<file path="src/rtl/alu_pkg.sv">
// Shared ALU definitions: default operand width, opcode encoding, and the
// result-narrowing helper used by alu_result_queue and the add_sub golden model.
package alu_pkg;

    localparam int unsigned DATAW = 8;

    typedef enum logic {
        OP_ADD = 1'b0,
        OP_SUB = 1'b1
    } alu_op_e;

    // Narrowed result: overflow flag plus DATAW-bit payload.
    typedef struct packed {
        logic             ovf;
        logic [DATAW-1:0] data;
    } narrow_t;

    // Narrow a DATAW+1-bit signed result to DATAW bits, clamping on overflow
    // when sat_en is set and wrapping otherwise.
    function automatic narrow_t narrow_sat(input logic [DATAW:0] result,
                                           input logic          sat_en);
        narrow_t r;
        r.ovf  = result[DATAW] ^ result[DATAW-1];
        r.data = result[DATAW-1:0];
        if (r.ovf && sat_en) begin
            r.data = result[DATAW] ? {1'b1, {(DATAW-1){1'b0}}}
                                   : {1'b0, {(DATAW-1){1'b1}}};
        end
        return r;
    endfunction

endpackage

</file>
<file path="src/rtl/sync_fifo.sv">
// Synchronous first-word-fall-through FIFO.
// Ports: i_clk/i_reset (sync, active-high), i_push/i_wdata write side,
// i_pop read side, o_rdata head entry (raw storage), o_full/o_empty/o_count
// derived from the registered occupancy. Push while full and pop while empty
// are ignored. Storage is not reset.
module sync_fifo #(
    parameter int unsigned WIDTH = 10,
    parameter int unsigned DEPTH = 4
) (
    input  logic                     i_clk,
    input  logic                     i_reset,
    input  logic                     i_push,
    input  logic [WIDTH-1:0]         i_wdata,
    input  logic                     i_pop,
    output logic [WIDTH-1:0]         o_rdata,
    output logic                     o_full,
    output logic                     o_empty,
    output logic [$clog2(DEPTH):0]   o_count
);

    localparam int unsigned PW = $clog2(DEPTH);
    localparam int unsigned CW = PW + 1;

    logic [WIDTH-1:0] mem_q [DEPTH];
    logic [WIDTH-1:0] mem_d [DEPTH];
    logic [PW-1:0]    wr_ptr_q, wr_ptr_d;
    logic [PW-1:0]    rd_ptr_q, rd_ptr_d;
    logic [CW-1:0]    count_q, count_d;
    logic             push_ok;
    logic             pop_ok;

    assign o_full  = (count_q == CW'(DEPTH));
    assign o_empty = (count_q == '0);
    assign push_ok = i_push && !o_full;
    assign pop_ok  = i_pop && !o_empty;

    // Next-state for storage, pointers and occupancy; pointers wrap naturally
    // because DEPTH is a power of two.
    always_comb begin
        mem_d    = mem_q;
        wr_ptr_d = wr_ptr_q;
        rd_ptr_d = rd_ptr_q;
        count_d  = count_q;
        if (push_ok) begin
            mem_d[wr_ptr_q] = i_wdata;
            wr_ptr_d        = wr_ptr_q + PW'(1);
        end
        if (pop_ok) begin
            rd_ptr_d = rd_ptr_q + PW'(1);
        end
        case ({push_ok, pop_ok})
            2'b10:   count_d = count_q + CW'(1);
            2'b01:   count_d = count_q - CW'(1);
            default: count_d = count_q;
        endcase
    end

    // Control state with synchronous reset.
    always_ff @(posedge i_clk) begin
        if (i_reset) begin
            wr_ptr_q <= '0;
            rd_ptr_q <= '0;
            count_q  <= '0;
        end else begin
            wr_ptr_q <= wr_ptr_d;
            rd_ptr_q <= rd_ptr_d;
            count_q  <= count_d;
        end
    end

    // Storage array, deliberately without reset.
    always_ff @(posedge i_clk) begin
        mem_q <= mem_d;
    end

    assign o_rdata = mem_q[rd_ptr_q];
    assign o_count = count_q;

endmodule

</file>
<file path="src/rtl/alu_result_queue.sv">
// Narrows signed add_sub results to DATAW bits (overflow flag, optional
// saturation), buffers them in order, and presents them over valid/ready.
// Ports: i_clk/i_reset (sync, active-high); producer side i_valid/o_ready,
// i_result (DATAW+1 signed), i_op, i_sat_en; consumer side o_valid/i_ready,
// o_data/o_ovf/o_op (zero when empty); o_count occupancy; o_ovf_count
// saturating count of accepted overflowed results.
module alu_result_queue #(
    parameter int unsigned DATAW = alu_pkg::DATAW,
    parameter int unsigned DEPTH = 4,
    parameter int unsigned CNTW  = 16
) (
    input  logic                   i_clk,
    input  logic                   i_reset,
    input  logic                   i_valid,
    output logic                   o_ready,
    input  logic [DATAW:0]         i_result,
    input  logic                   i_op,
    input  logic                   i_sat_en,
    output logic                   o_valid,
    input  logic                   i_ready,
    output logic [DATAW-1:0]       o_data,
    output logic                   o_ovf,
    output logic                   o_op,
    output logic [$clog2(DEPTH):0] o_count,
    output logic [CNTW-1:0]        o_ovf_count
);

    localparam int unsigned EW = DATAW + 2;
    localparam int unsigned CW = $clog2(DEPTH) + 1;

    logic             ovf_c;
    logic [DATAW-1:0] data_c;
    logic             push;
    logic             pop;
    logic             full;
    logic             empty;
    logic [EW-1:0]    wdata;
    logic [EW-1:0]    rdata;
    logic [CW-1:0]    count;
    logic [CNTW-1:0]  ovf_count_q, ovf_count_d;

    // Narrowing at accept time; the shared helper covers the default width.
    if (DATAW == alu_pkg::DATAW) begin : g_pkg_narrow
        alu_pkg::narrow_t narrowed;
        assign narrowed = alu_pkg::narrow_sat(i_result, i_sat_en);
        assign ovf_c    = narrowed.ovf;
        assign data_c   = narrowed.data;
    end else begin : g_local_narrow
        always_comb begin
            ovf_c  = i_result[DATAW] ^ i_result[DATAW-1];
            data_c = i_result[DATAW-1:0];
            if (ovf_c && i_sat_en) begin
                data_c = i_result[DATAW] ? {1'b1, {(DATAW-1){1'b0}}}
                                         : {1'b0, {(DATAW-1){1'b1}}};
            end
        end
    end

    // Handshakes depend only on registered occupancy (plus reset on ready).
    assign o_ready = !full && !i_reset;
    assign o_valid = !empty;
    assign push    = i_valid && o_ready;
    assign pop     = o_valid && i_ready;
    assign wdata   = {i_op, ovf_c, data_c};

    sync_fifo #(
        .WIDTH (EW),
        .DEPTH (DEPTH)
    ) u_fifo (
        .i_clk   (i_clk),
        .i_reset (i_reset),
        .i_push  (push),
        .i_wdata (wdata),
        .i_pop   (pop),
        .o_rdata (rdata),
        .o_full  (full),
        .o_empty (empty),
        .o_count (count)
    );

    // Head fields are masked so stale storage never leaks when empty.
    assign o_data  = o_valid ? rdata[DATAW-1:0] : '0;
    assign o_ovf   = o_valid & rdata[DATAW];
    assign o_op    = o_valid & rdata[DATAW+1];
    assign o_count = count;

    // Overflow event counter, holding at all-ones.
    always_comb begin
        ovf_count_d = ovf_count_q;
        if (push && ovf_c && (ovf_count_q != '1)) begin
            ovf_count_d = ovf_count_q + CNTW'(1);
        end
    end

    always_ff @(posedge i_clk) begin
        if (i_reset) begin
            ovf_count_q <= '0;
        end else begin
            ovf_count_q <= ovf_count_d;
        end
    end

    assign o_ovf_count = ovf_count_q;

endmodule

</file>
<file path="config.mk">
export PLATFORM = sky130hd
export DESIGN_NAME = alu_result_queue
export DESIGN_NICKNAME = d
export VERILOG_FILES = /design/src/rtl/alu_pkg.sv /design/src/rtl/sync_fifo.sv /design/src/rtl/alu_result_queue.sv
export SDC_FILE = /design/constraint.sdc
export NUM_CORES = 1
export LEC_CHECK = 0
export CELL_PAD_IN_SITES_DETAIL_PLACEMENT = 1
export CELL_PAD_IN_SITES_GLOBAL_PLACEMENT = 2
export CORE_UTILIZATION = 33
export DETAILED_ROUTE_END_ITERATION = 8
export GPL_TIMING_DRIVEN = 0
export PLACE_DENSITY_LB_ADDON = 0.1
export SLEW_MARGIN = 20
export SYNTH_ARGS = -nofsm -noshare
export SYNTH_HDL_FRONTEND = slang
export SYNTH_HIERARCHICAL = 1
export SYNTH_SLANG_ARGS = --single-unit
</file>
<file path="constraint.sdc">
create_clock -name i_clk -period 2.3 [get_ports i_clk]
set_clock_uncertainty 0.15 [all_clocks]
set_input_delay 0.46 -clock i_clk [delete_from_list [all_inputs] [get_ports i_clk]]
set_output_delay 0.46 -clock i_clk [all_outputs]
set_load 0.05 [all_outputs]
</file>
==> results of run 1 <==
==> worst min-delay path: cells and delay by family (launching register included) <==
| family | cells | cell delay (ns) |
|---|---|---|
| AOI/OAI and AO/OA | 2 | 0.12 |
| DFF | 1 | 0.34 |
==> final cells by class <==
type | instances | area (um2) | share of cell area, %
Multi-Input combinational cell | 154 | 1315 | 32.39
Tap cell | 108 | 135.1 | 3.328
Clock inverter | 7 | 72.57 | 1.787
Timing Repair Buffer | 62 | 613.1 | 15.10
Inverter | 11 | 41.29 | 1.017
Clock buffer | 9 | 123.9 | 3.051
Buffer | 10 | 82.58 | 2.034
Sequential cell | 63 | 1677 | 41.29
==> flip-flops by register name, summed over array words and instances, names as in the netlist <==
register and count:
o_ovf_count 16, u_fifo/mem_q 40, u_fifo/o_count 3, u_fifo/rd_ptr_q 2, u_fifo/wr_ptr_q 2
==> Yosys cell counts (all sizes together) <==
library cell	count	area share, %
fa	1	0.67
a31oi	1	0.21
o31ai	8	2.0
o41ai	1	0.29
a21o	1	0.25
mux4	10	8.7
buf	6	1.5
nand4	4	1.5
nand3	4	0.67
mux2	4	1.5
nand2	13	1.9
a21oi	14	2.3
and3	1	0.21
nor3b	2	1.0
and4	4	1.2
nand2b	5	1.0
mux2i	3	1.0
and2	8	1.7
or4	8	2.0
ha	6	2.5
o21ai	11	1.8
or3	4	0.83
nor3	4	0.67
dfxtp	23	15
nor4	2	0.42
clkbuf	4	0.50
a41oi	1	0.29
nor2	16	2.0
edfxtp	40	40
xor2	4	1.8
nor2b	14	2.9
inv	11	1.4
==> cells in the final DEF, fill, tap and decap left out, drive strengths merged, types with 5 or more instances in the layout <==
cell           netlist  layout
and2                 8       8
nand2b               5       5
inv                 11      12
clkbuf               4      13
nand2               13      13
o31ai                8       8
mux4                10      10
clkdlybuf4s50        0      27
nor2                16      16
a21oi               14      14
nor2b               14      14
or4                  8       8
dfxtp               23      23
buf                  6      35
edfxtp              40      40
o21ai               11      11
ha                   6       6
==> through the flow <==
step	utilization [%]	total power (W)
after floorplan	-	0.001520
after global placement	41.26	0.001648
after detailed placement	41.26	0.001656
after CTS	45.49	0.002689
after global routing	46.33	0.002800
final	46.33	0.002697
==> timing repair <==
action	4_1_cts	5_1_grt
endpoints found under the setup margin	63	16
resized for setup	103	22
cloned	1	0
pin swaps	4	2
setup buffers	12	5
==> final timing paths <==
kind	start	to	slack (ns)	depth (start not counted)
setup / recovery	u_fifo/rd_ptr_q[0]	o_data[7]	-0.01	4
hold / removal	o_ovf_count[14]	o_ovf_count[14]	0.36	2
setup reg to reg	u_fifo/o_count[0]	u_fifo/o_count[2]	0.04	11
hold reg to reg	o_ovf_count[14]	o_ovf_count[14]	0.36	2
==> cells by family after synthesis <==
logic type               Yosys count  share of synthesized area, %
flip-flops                        63                         55.26
adder cells (fa/ha/maj)            7                         3.163
XOR/XNOR                           4                         1.790
AND/OR/NAND/NOR                   89                         18.02
AO/OA/AOI/OAI                     37                         7.200
multiplexers                      17                         11.24
buffers and inverters             21                         3.329
==> report_power, final <==
part	internal (W)	switching, W	total, W	leakage [nW]
Sequential	0.00123	0.0000203	0.00125	0.551
Combinational	0.000198	0.000270	0.000467	0.864
Clock	0.000502	0.000475	0.000977	0.0956
==> metal layers <==
layer  wire, um  GRT usage (%)  share of wire [%]  vias to the layer above
li1           -              -                  -                     1036
met1       3449          20.96                 48                     1087
met2       3336          23.83                 47                       48
met3        254          3.453                3.6                       10
met4         80          5.995                1.1                        0
met5          0              0                  0                        -
==> run_results.csv, run 1 <==
group,metric,value,unit
outcome,outcome,"finished, violations left",
outcome,violations,"setup timing",
setup_path,crit_chain,"buf_8 -> mux4_2 -> nor2b_4 -> buf_6",
power_and_ir_drop,p_leak,1.510,nW
sta,worstMarginPinSlew,0.5798,ns
cells_and_area,final_net_count,333,
sta,min_period,2.310,ns
placed_design,io_buffers,44,
routing,routed_wl,7.120,mm
clock_network,tritoncts,"built",
setup_path,critPathMaxFanout,5,
cells_and_area,layout.cells.non_filler,424,
routing,drc_errors,0,
hold_path,hold_path.class,"flip-flop to flip-flop",
setup_path,crit_buf_inv,2,
setup_path,max_stage_delay,0.51,ns
sta,fmax,432.9,MHz
yosys,syn_area,3007,um2
global_routing,grt_usage,15.38,%
clock_network,clock_path_buffers,2,
clock_network,cts.sinks,63,
floorplan,pin_count,46,
clock_network,htreeDepth,3,
setup_path,critical_path_class,"flip-flop to primary output",
yosys,synth_cell_types,43,
cells_and_area,fillers,936,
clock_network,cts-root-buf,"clkbuf_8",
yosys,avgSynthCellArea,12.63,um2
placed_design,pre_cts_slack,-1.316,ns
sta,slew_headroom,61.35,%
global_routing,grt_overflow,0,
sta,finalSetupViolCount,2,
sta,hold_viol,0,
floorplan,die-area,9497,um2
setup_path,arrival,1.70,ns
placed_design,placed_cells,390,
global_routing,grt_max_degree,13,
setup_path,cpMaxStageDelayCell,"mux4_2",
clock_network,worst_skew_pair.late_latency,0.34,ns
yosys,ys_warn_count,6,
placed_design,placedInstanceArea,3616,um2
yosys,ys_seq_area_share,55.26,%
sta,whs,0.3626,ns
floorplan,dieHeight,97.45,um
yosys,yosys_register_bits,63,
flow_run,drv_cap,0,
routing,viasPerCell,5.144,
routing,avgRoutedWirePerCell,16.79,um
routing,drtPass1Iterations,4,
floorplan,core_area,8763,um2
cells_and_area,final_area,4060,um2
global_routing,grt_pass1_wl,11.21,mm
setup_path,cp-end-kind,"primary output",
yosys,syn_nets,260,
floorplan,die_w,97.45,um
cells_and_area,area_delta_synth_final,35.04,%
setup_path,required,1.69,ns
global_routing,grt_antenna_before_repair,0,
power_and_ir_drop,ir_worst_vdd,0.2359,mV
routing,num_vias,2181,
floorplan,num_rows,34,
cells_and_area,antenna_cells,0,
placed_design,dp_hpwl,4.533,mm
setup_path,cp_top_family,"multiplexers",
placed_design,finalWeightedCongestion,0.6911,
yosys,netlist_instances,238,
clock_network,numCtsBuffers,9,
sta,drv_slew,0,
routing,drtIter0Drc,47,
cells_and_area,drive_gt1_share,28.16,%
power_and_ir_drop,power_per_cell_area,664.2,nW/um2
setup_path,cp-start-kind,"flip-flop",
clock_network,clk_pin_slew,0.07,ns
floorplan,initial_core_util,34.31,%
clock_network,ctsHoldBuffers,0,
sta,setup_ws,-0.01004,ns
sta,timing.final.crit_share,100.4,%
sta,rsz0062_at_grt,"yes",
global_routing,grt_pass1_vias,2165,
sta,finalSetupTns,-0.01779,ns
routing,ant_nets,0,
No activity file was read; power rests on OpenSTA's default activity.
==> run 2: changes to the inputs <==
Settings changed: CAP_MARGIN set to 25, GPL_TIMING_DRIVEN 0 to not set.
==> run 2 against run 1 <==
Against the previous run: the flow still finishes with violations (setup timing); sequential share of layout area down 1.1 points; global-route usage up 0.49 points; sequential power about the same; routed wire length down 1.9%; via count down 1.9%; non-clock buffer count up 4; critical path depth unchanged; clock power down 2.1%; largest power group unchanged.
==> run_results.csv, run 2 (same netlist as run 1, synthesis figures left out) <==
group,metric,value,unit
outcome,outcome,"finished, violations left",
outcome,violations,"setup timing",
cells_and_area,mostFrequentLayoutCells,"40 x edfxtp_1, 27 x clkdlybuf4s50_1, 22 x buf_4, 18 x dfxtp_1, 14 x nor2_1",
floorplan,die-area,9497,um2
routing,viasPerCell,5.000,
setup_path,cp_top_family,"multiplexers",
cells_and_area,fin_util,47.60,%
cells_and_area,largest_register_ff_count,40,
cells_and_area,antenna_cells,0,
sta,rsz0062_at_grt,"yes",
setup_path,critical_path_class,"flip-flop to primary output",
sta,worstMarginPinSlew,0.5039,ns
setup_path,worstReg2RegEnd,"u_fifo/o_count[2]",
clock_network,numCtsBuffers,9,
setup_path,critPathMaxFanout,6,
global_routing,grt_usage,15.87,%
placed_design,dp_hpwl,4.531,mm
hold_path,hold_path.class,"flip-flop to flip-flop",
routing,routed_wl,6.985,mm
power_and_ir_drop,p_leak,1.557,nW
clock_network,cts.sinks,63,
floorplan,die_w,97.45,um
flow_run,drv_cap,0,
sta,slew_headroom,66.35,%
floorplan,num_rows,34,
clock_network,cts-root-buf,"clkbuf_8",
routing,wl_met1,3.384,mm
global_routing,grt_overflow,0,
sta,timing.final.crit_share,100.5,%
routing,dr_wl_met2,3.224,mm
global_routing,grt_antenna_before_repair,0,
floorplan,core_area,8763,um2
global_routing,grt_pass1_wl,11.44,mm
setup_path,cp-start-kind,"flip-flop",
sta,hold_viol,0,
cells_and_area,final_net_count,337,
routing,drc_errors,0,
setup_path,cpMaxStageDelayCell,"mux4_2",
sta,fmax,432.7,MHz
clock_network,tritoncts,"built",
power_and_ir_drop,power_per_cell_area,644.1,nW/um2
global_routing,grt_pass1_vias,2252,
cells_and_area,layout_commonest_cell,"edfxtp_1",
floorplan,pin_count,46,
routing,drtPass1Iterations,4,
setup_path,required,1.69,ns
setup_path,crit_chain,"buf_12 -> mux4_2 -> nor2b_1 -> buf_6",
cells_and_area,area_delta_synth_final,38.74,%
sta,finalSetupViolCount,3,
setup_path,reg2reg_from,"u_fifo/o_count[1]",
setup_path,crit_buf_inv,2,
global_routing,grt_max_degree,28,
placed_design,finalWeightedCongestion,0.6935,
hold_path,holdPathEnd,"o_ovf_count[0]",
sta,drv_slew,0,
routing,num_vias,2140,
setup_path,arrival,1.70,ns
hold_path,min_from,"o_ovf_count[0]",
sta,finalSetupTns,-0.02216,ns
cells_and_area,largest_register,"u_fifo/mem_q",
power_and_ir_drop,finalPower,0.002687,W
placed_design,io_buffers,45,
clock_network,clk_pin_slew,0.07,ns
routing,drtIter0Drc,82,
routing,routed-wl-met3,250,um
setup_path,r2r_cells,10,
cells_and_area,drive_gt1_share,30.94,%
clock_network,worst_skew_pair.late_latency,0.35,ns
clock_network,htreeDepth,3,
power_and_ir_drop,ir_worst_vdd,0.3457,mV
sta,min_period,2.311,ns
floorplan,initial_core_util,34.31,%
setup_path,max_stage_delay,0.50,ns
clock_network,clock_path_buffers,2,
setup_path,regToRegSetupSlack,0.09,ns
setup_path,cp-end-kind,"primary output",
routing,avgRoutedWirePerCell,16.32,um
routing,highest_layer,"met4",
floorplan,dieHeight,97.45,um
sta,setup_ws,-0.01133,ns
hold_path,hold_path_depth,1,
clock_network,ctsHoldBuffers,0,
routing,ant_nets,0,
[run 2: changes by cell type in the layout (fill, tap and decap cells not counted), sizes merged, moves of 2 or more]
cell           delta
clkinvlp          +2
buf               +8
clkbuf            -4
clkdlybuf4s15     -2
[run 2: per-layer routing]
metal  up-vias  track usage, %
li1       1039               -
met1      1046           20.86
met2        46           24.53
met3         9           3.669
met4         0           7.919
met5         -               0
[run 2: worst max-delay path by stage]
| stage | from | endpoint | cells past startpoint |
|---|---|---|---|
| 2_1_floorplan | u_fifo/o_count[2] | u_fifo/o_count[2] | 11 |
| 3_5_place_dp | i_reset | u_fifo/o_count[2] | 11 |
| 5_1_grt | u_fifo/rd_ptr_q[0] | o_op | 4 |
| 6_report | u_fifo/rd_ptr_q[0] | o_data[3] | 4 |
| 3_3_place_gp | i_reset | u_fifo/o_count[2] | 11 |
| 4_1_cts | u_fifo/rd_ptr_q[0] | o_data[3] | 4 |
[run 2: metrics by stage]
step | std cells | area (um2) | setup WS, ns | hold WS (ns)
2_1_floorplan | 238 | 3040 | -0.1184 | 0.3307
3_3_place_gp | 409 | 3826 | -0.3055 | 0.3435
5_1_grt | 428 | 4172 | -0.06328 | 0.3914
4_1_cts | 428 | 4130 | -0.02675 | 0.3727
3_5_place_dp | 409 | 3826 | -0.3477 | 0.3477
6_report | 428 | 4172 | -0.01133 | 0.3637
[run 2: final cells by class]
cell class	count	area [um2]
Fill cell	932	4592
Sequential cell	63	1678
Multi-Input combinational cell	154	1304
Timing Repair Buffer	76	815.8
Tap cell	108	135.1
Clock buffer	9	123.9
Clock inverter	7	73.82
Inverter	11	41.29
[run 2: where the power goes]
group	switching (W)	total, W	internal (W)	leakage (nW)
registers	0.0000166	0.00125	0.00123	0.551
logic	0.000274	0.000481	0.000208	0.918
clock network	0.000457	0.000956	0.000499	0.0875
total	0.000748	0.00269	0.00194	1.56
[run 2: repair_timing]
item	in CTS	in global routing
buffers inserted	2	0
setup endpoints to repair	11	17
hold endpoints to repair	0	0
pin swaps	0	4
cloned	1	0
gates resized for setup	42	13
